[src/rtl/prog_loader_pkg.sv]
// Shared types and constants for the instruction-memory program loader.
// Optional checksum stage is enabled with PROG_LOADER_CHECKSUM_EN.
package prog_loader_pkg;

  localparam int WORD_BYTES = 4;
  localparam int LEN_W      = 16;
  localparam int BYTE_IDX_W = $clog2(WORD_BYTES);

  typedef enum logic [2:0] {
    LEN_HI,
    LEN_LO,
    DATA,
    CHK,
    DONE,
    ERR
  } state_e;

endpackage

[src/rtl/prog_loader_byte_to_word.sv]
// Byte-stream to word assembler: shifts bytes in MSB first and flags the
// cycle in which the last byte of a word arrives.
module byte_to_word
  import prog_loader_pkg::*;
(
  input  logic                    clk,
  input  logic                    reset,
  input  logic [7:0]              data_i,
  input  logic                    valid_i,
  output logic                    word_valid_o,
  output logic [8*WORD_BYTES-1:0] word_o
);

  logic [8*(WORD_BYTES-1)-1:0] shift_q;
  logic [BYTE_IDX_W-1:0]       idx_q;

  // NOTE: state registers use non-blocking assignments so every flop samples
  // the pre-edge values of its neighbours, independent of statement order.
  always_ff @(posedge clk) begin
    if (reset) begin
      shift_q <= '0;
      idx_q   <= '0;
    end else if (valid_i) begin
      shift_q <= {shift_q[8*(WORD_BYTES-2)-1:0], data_i};
      idx_q   <= idx_q + BYTE_IDX_W'(1);
    end
  end

  // The last byte bypasses the register so the word is ready in its own cycle.
  assign word_valid_o = valid_i && (idx_q == BYTE_IDX_W'(WORD_BYTES - 1));
  assign word_o       = {shift_q, data_i};

endmodule

[src/rtl/prog_loader.sv]
// Program loader: parses a length-prefixed byte image into instruction RAM
// writes and holds the CPU until done. Checksum stage: PROG_LOADER_CHECKSUM_EN.
module prog_loader
  import prog_loader_pkg::*;
#(
  parameter int          ADDR_W    = 8,
  parameter logic [31:0] BASE_ADDR = 32'h0000_0000
) (
  input  logic        clk,
  input  logic        reset,
  input  logic [7:0]  rx_data,
  input  logic        rx_valid,
  output logic        mem_we,
  output logic [31:0] mem_addr,
  output logic [31:0] mem_wdata,
  output logic        cpu_hold,
  output logic        done,
  output logic        error
);

  state_e            state_q, state_d;
  logic [7:0]        len_hi_q;
  logic [LEN_W-1:0]  len_q;
  logic [LEN_W-1:0]  cnt_q;
  logic [LEN_W-1:0]  rx_len;
  logic              len_over;
  logic              asm_valid;
  logic              word_valid;
  logic [31:0]       word;
  logic              last_word;
  logic              mem_we_q;
  logic [31:0]       addr_q;
  logic [31:0]       wdata_q;
  logic              hold_q, hold_d;
  logic              done_q, done_d;
  logic              error_q, error_d;

  assign rx_len    = {len_hi_q, rx_data};
  assign len_over  = 32'(rx_len) > (32'd1 << ADDR_W);
  assign asm_valid = rx_valid && (state_q == DATA);
  assign last_word = word_valid && ((cnt_q + LEN_W'(1)) == len_q);

`ifdef PROG_LOADER_CHECKSUM_EN
  localparam state_e AFTER_DATA = CHK;

  logic [7:0] csum_q;

  always_ff @(posedge clk) begin
    if (reset) begin
      csum_q <= '0;
    end else if (asm_valid) begin
      csum_q <= csum_q ^ rx_data;
    end
  end
`else
  localparam state_e AFTER_DATA = DONE;
`endif

  byte_to_word u_asm (
    .clk          (clk),
    .reset        (reset),
    .data_i       (rx_data),
    .valid_i      (asm_valid),
    .word_valid_o (word_valid),
    .word_o       (word)
  );

  always_ff @(posedge clk) begin
    if (reset) begin
      state_q <= LEN_HI;
    end else begin
      state_q <= state_d;
    end
  end

  // NOTE: every variable assigned here gets a default first, so no path can
  // leave it unassigned and infer a latch.
  always_comb begin
    state_d = state_q;
    unique case (state_q)
      LEN_HI: if (rx_valid) state_d = LEN_LO;
      LEN_LO: begin
        if (rx_valid) begin
          if (rx_len == '0) begin
            state_d = AFTER_DATA;
          end else if (len_over) begin
            state_d = ERR;
          end else begin
            state_d = DATA;
          end
        end
      end
      DATA: if (last_word) state_d = AFTER_DATA;
`ifdef PROG_LOADER_CHECKSUM_EN
      CHK: if (rx_valid) state_d = (rx_data == csum_q) ? DONE : ERR;
`endif
      default: state_d = state_q;
    endcase
  end

  // Status flags trail the state by a cycle so the final write lands before release.
  always_comb begin
    hold_d  = (state_q != DONE);
    done_d  = (state_q == DONE);
    error_d = (state_q == ERR);
  end

  always_ff @(posedge clk) begin
    if (reset) begin
      len_hi_q <= '0;
      len_q    <= '0;
      cnt_q    <= '0;
      mem_we_q <= 1'b0;
      addr_q   <= BASE_ADDR;
      wdata_q  <= '0;
      hold_q   <= 1'b1;
      done_q   <= 1'b0;
      error_q  <= 1'b0;
    end else begin
      if (state_q == LEN_HI && rx_valid) len_hi_q <= rx_data;
      if (state_q == LEN_LO && rx_valid) len_q    <= rx_len;
      if (word_valid) begin
        cnt_q   <= cnt_q + LEN_W'(1);
        wdata_q <= word;
      end
      mem_we_q <= word_valid;
      if (mem_we_q) addr_q <= addr_q + 32'd4;
      hold_q   <= hold_d;
      done_q   <= done_d;
      error_q  <= error_d;
    end
  end

  assign mem_we    = mem_we_q;
  assign mem_addr  = addr_q;
  assign mem_wdata = wdata_q;
  assign cpu_hold  = hold_q;
  assign done      = done_q;
  assign error     = error_q;

endmodule
[config.mk]
export PLATFORM = sky130hd
export DESIGN_NAME = prog_loader
export DESIGN_NICKNAME = d
export VERILOG_FILES = /design/src/rtl/prog_loader_pkg.sv /design/src/rtl/prog_loader_byte_to_word.sv /design/src/rtl/prog_loader.sv
export SDC_FILE = /design/constraint.sdc
export NUM_CORES = 1
export LEC_CHECK = 0
export ABC_AREA = 1
export CAP_MARGIN = 25
export CORE_MARGIN = 2
export CORE_UTILIZATION = 50
export CTS_CLUSTER_DIAMETER = 150
export CTS_CLUSTER_SIZE = 30
export DETAILED_ROUTE_END_ITERATION = 10
export MAX_ROUTING_LAYER = met4
export PLACE_DENSITY = 0.76
export SLEW_MARGIN = 20
export SYNTH_ARGS = -nofsm -noshare
export SYNTH_HDL_FRONTEND = slang
export SYNTH_SLANG_ARGS = --single-unit
[constraint.sdc]
create_clock -name clk -period 1.63 [get_ports clk]
set_input_delay 0.4075 -clock clk [delete_from_list [all_inputs] [get_ports clk]]
set_output_delay 0.4075 -clock clk [all_outputs]
set_load 0.05 [all_outputs]
==> reports/metrics.cfg <==
[global_routing]
grt_antenna_before_repair = 0
grt_most_used_layer = met2
grt.total_usage_pct = 31.0
grt_max_degree = 51
grt_util_met1_pct = 37.2
global_route.usage.met3_pct = 7.18
grt_first_pass_wirelength_mm = 30.7
grt_overflow = 0
global_route.usage.met2_pct = 49.9
via_count_of_the_first_global_routing_pass = 6587

[critical_path]
critical_path.max_fanout = 7
endpoint_kind = flop
critPathLaunchType = flop
timing_worst_setup_path_type = flop to flop
critical_path_arrival_ps = 2300
critPathRequiredTime_ps = 1950

[route]
initialDrtViolationCount = 793
route.final.wire_length_mm = 22.3
drt_drc_violations_left = 0
post_drt_via_cell_ratio = 5.95
routed-via-count = 7017
detail_route.first_pass.iterations = 6
final_antenna_net_count = 0
wl_per_cell_um = 18.9

[power_and_ir_drop]
power.ir.vdd_worst_mv = 0.987
power_per_standard_cell_area_nw_per_um2 = 861
p_leak_nw = 3.87

[sta]
timing.final.crit_share_pct = 122
hold_viol = 0
setup_ws_ps = -351
setup_repair_after_global_routing_missed_its_margin = true
final-setup-viol-count = 14
final_worst_path_period_need_ps = 1980
final_max_slew_viol_count = 0
clock-skew-final_ps = 12.2
fmaxAchievable_mhz = 505

[run_status]
run_status = complete, but fails checks
failed_checks = setup timing

[clock_network]
path_clk_slew_ps = 70
tritoncts = done
clock_h_tree_levels = 4
clock_tree.buffer_depth = 2
cts_buffers = 17
numClockSinks = 135
hold_buffers = 0
ctsRootBufferMaster = clkbuf_16
clock_latency_ps = 430

[finish]
regArea_um2 = 2760
multiInputGateArea_um2 = 3030
final_core_utilization_pct = 82.9
n_antenna_cell = 0
fin_nets = 1038
filler_cell_count = 591
post_synthesis_to_final_layout_area_growth_pct = 60.6
share_of_cells_above_drive_strength_1_pct = 33.4

[hold_path]
worst_hold_path_type = flop to flop

[placed_design]
post-dp-hpwl_mm = 12.1
detailedPlace.worstSlack_ps = -373
io_buffer_count = 76
gp_congestion = 0.875

[synth]
synth_area_per_cell_um2 = 7.12
fraction_of_registers_with_async_set_reset_pct = 0
synthDominantCellAreaShare_pct = 45.7
synth_top_cell_by_area = dfxtp_1
netlist_top_cells_area = dfxtp_1 (46%), nand2_1 (8.9%), o21ai_0 (8.5%)
post_synthesis_sequential_element_count = 135
syn-cell-area_um2 = 5920
dominantRegCellSynth = dfxtp_1
ys.warnings.count = 0
sequential_area_share_after_synthesis_pct = 45.7
netlist_instances = 831
post_synth_edffs = 0
post_synth_num_cell_types = 35

[die]
fp.dieArea_um2 = 12700
boundaryPins = 79
floorplan.core_area_um2 = 11500
starting_density_of_the_core_pct = 51.6
std_cell_rows = 39
floorplan.die.height_um = 113
die_w_um = 113

[flow_run]
drv.max_cap_violation_count = 0

==> cells by family (layout without fill, tap and decap cells) <==
family | Yosys count | in the layout | synth area share (%)
buffers and inverters | 149 | 353 | 9.67
DFF | 135 | 135 | 45.7
adders and majority gates | 3 | 3 | 0.635
xor gates and xnor gates | 9 | 9 | 1.33
other | 1 | 2 | 0.0634
and+or+nand+nor | 328 | 329 | 24.7
AOI/OAI and AO/OA | 206 | 206 | 17.9
==> power by group <==
| part | switching (W) | internal (W) |
|---|---|---|
| combinational | 0.000431 | 0.000248 |
| clock | 0.00170 | 0.00233 |
| sequential | 0.0000785 | 0.00340 |
| total | 0.00221 | 0.00598 |
==> through the flow <==
step                      TNS [ps]  std cells  total power, W  hold slack, ps  instance area, um2
after floorplan               -181        832         0.00391             427                6020
after global placement      -16100       1122         0.00414             433                8310
after detailed placement    -19090       1122         0.00416             448                8310
after CTS                     -808       1170         0.00810             457                9160
after global routing         -3420       1180         0.00840             467                9500
final                        -2290       1180         0.00818             456                9500
==> worst paths after layout <==
check                    from     endpoint  slack [ps]  depth (start not counted)
setup reg to reg     cnt_q[1]   state_q[1]        -350                         14
hold reg to reg   len_hi_q[2]  len_hi_q[2]         460                          2
setup / recovery     cnt_q[1]   state_q[1]        -350                         14
hold / removal    len_hi_q[2]  len_hi_q[2]         460                          2
==> layout by cell type (no fill, tap or decap), drive strengths merged, types with 4 or more instances in the layout <==
master,count
xor2,5
nand2,143
a21oi,93
inv,121
xnor2,4
nor3,10
nand3,63
o21ai,101
nor2,78
nor4,9
nand4,21
clkdlybuf4s50,10
buf,198
dfxtp,135
a31oi,5
clkinv,5
clkbuf,17
==> cell type report <==
type	count	area share (%)
timing repair buffer	208	26.3
sequential	135	29.0
clock buffer	17	4.48
inverter	113	4.46
tap	143	1.88
multi-input combinational	549	31.9
clock inverter	15	1.94
==> sequential cells by signal, summed over array words and instances, names as in the netlist, 2 cells and up <==
signal,cells
len_q,16
state_q,3
mem_wdata,32
u_asm.idx_q,2
u_asm.shift_q,24
len_hi_q,8
cnt_q,16
mem_addr,30
==> critical path: stages, from the launching register on <==
cell     delay, ps
dfxtp_4        380
ha_4           180
nand2_4         60
nor2_4         190
nand4_1        210
nand2_1        150
nand2_1         80
nand2_2         70
nand2_1         60
nor2_2          90
nand3_2         90
nand2_2        120
nand2_1         70
nand2_1         70
nor2_1          40
==> layer usage <==
layer,up-vias,routed length (um)
met4,0,1060
met3,120,2080
met5,-,0
met2,462,10900
li1,3139,-
met1,3296,8270
==> what timing repair did <==
| item | CTS | global route |
|---|---|---|
| setup endpoints to repair | 16 | 37 |
| gates resized for setup | 43 | 80 |
| gates cloned | 1 | 0 |
| setup buffers | 15 | 13 |
| pin swaps | 15 | 49 |
==> Yosys cell counts, types with 3 or more instances <==
library cell and n:
nor2_2 7, nand2_1 141, nor2_1 68, dfxtp_1 135, nand3_1 62, nand4_1 20, nor4_1 9, ha_1 3
nor3_1 10, a21oi_1 93, a31oi_1 5, o21ai_0 101, xor2_1 5, inv_1 109, xnor2_1 4, buf_4 3
clkbuf_1 30
No activity file was read; power rests on OpenSTA's default activity.
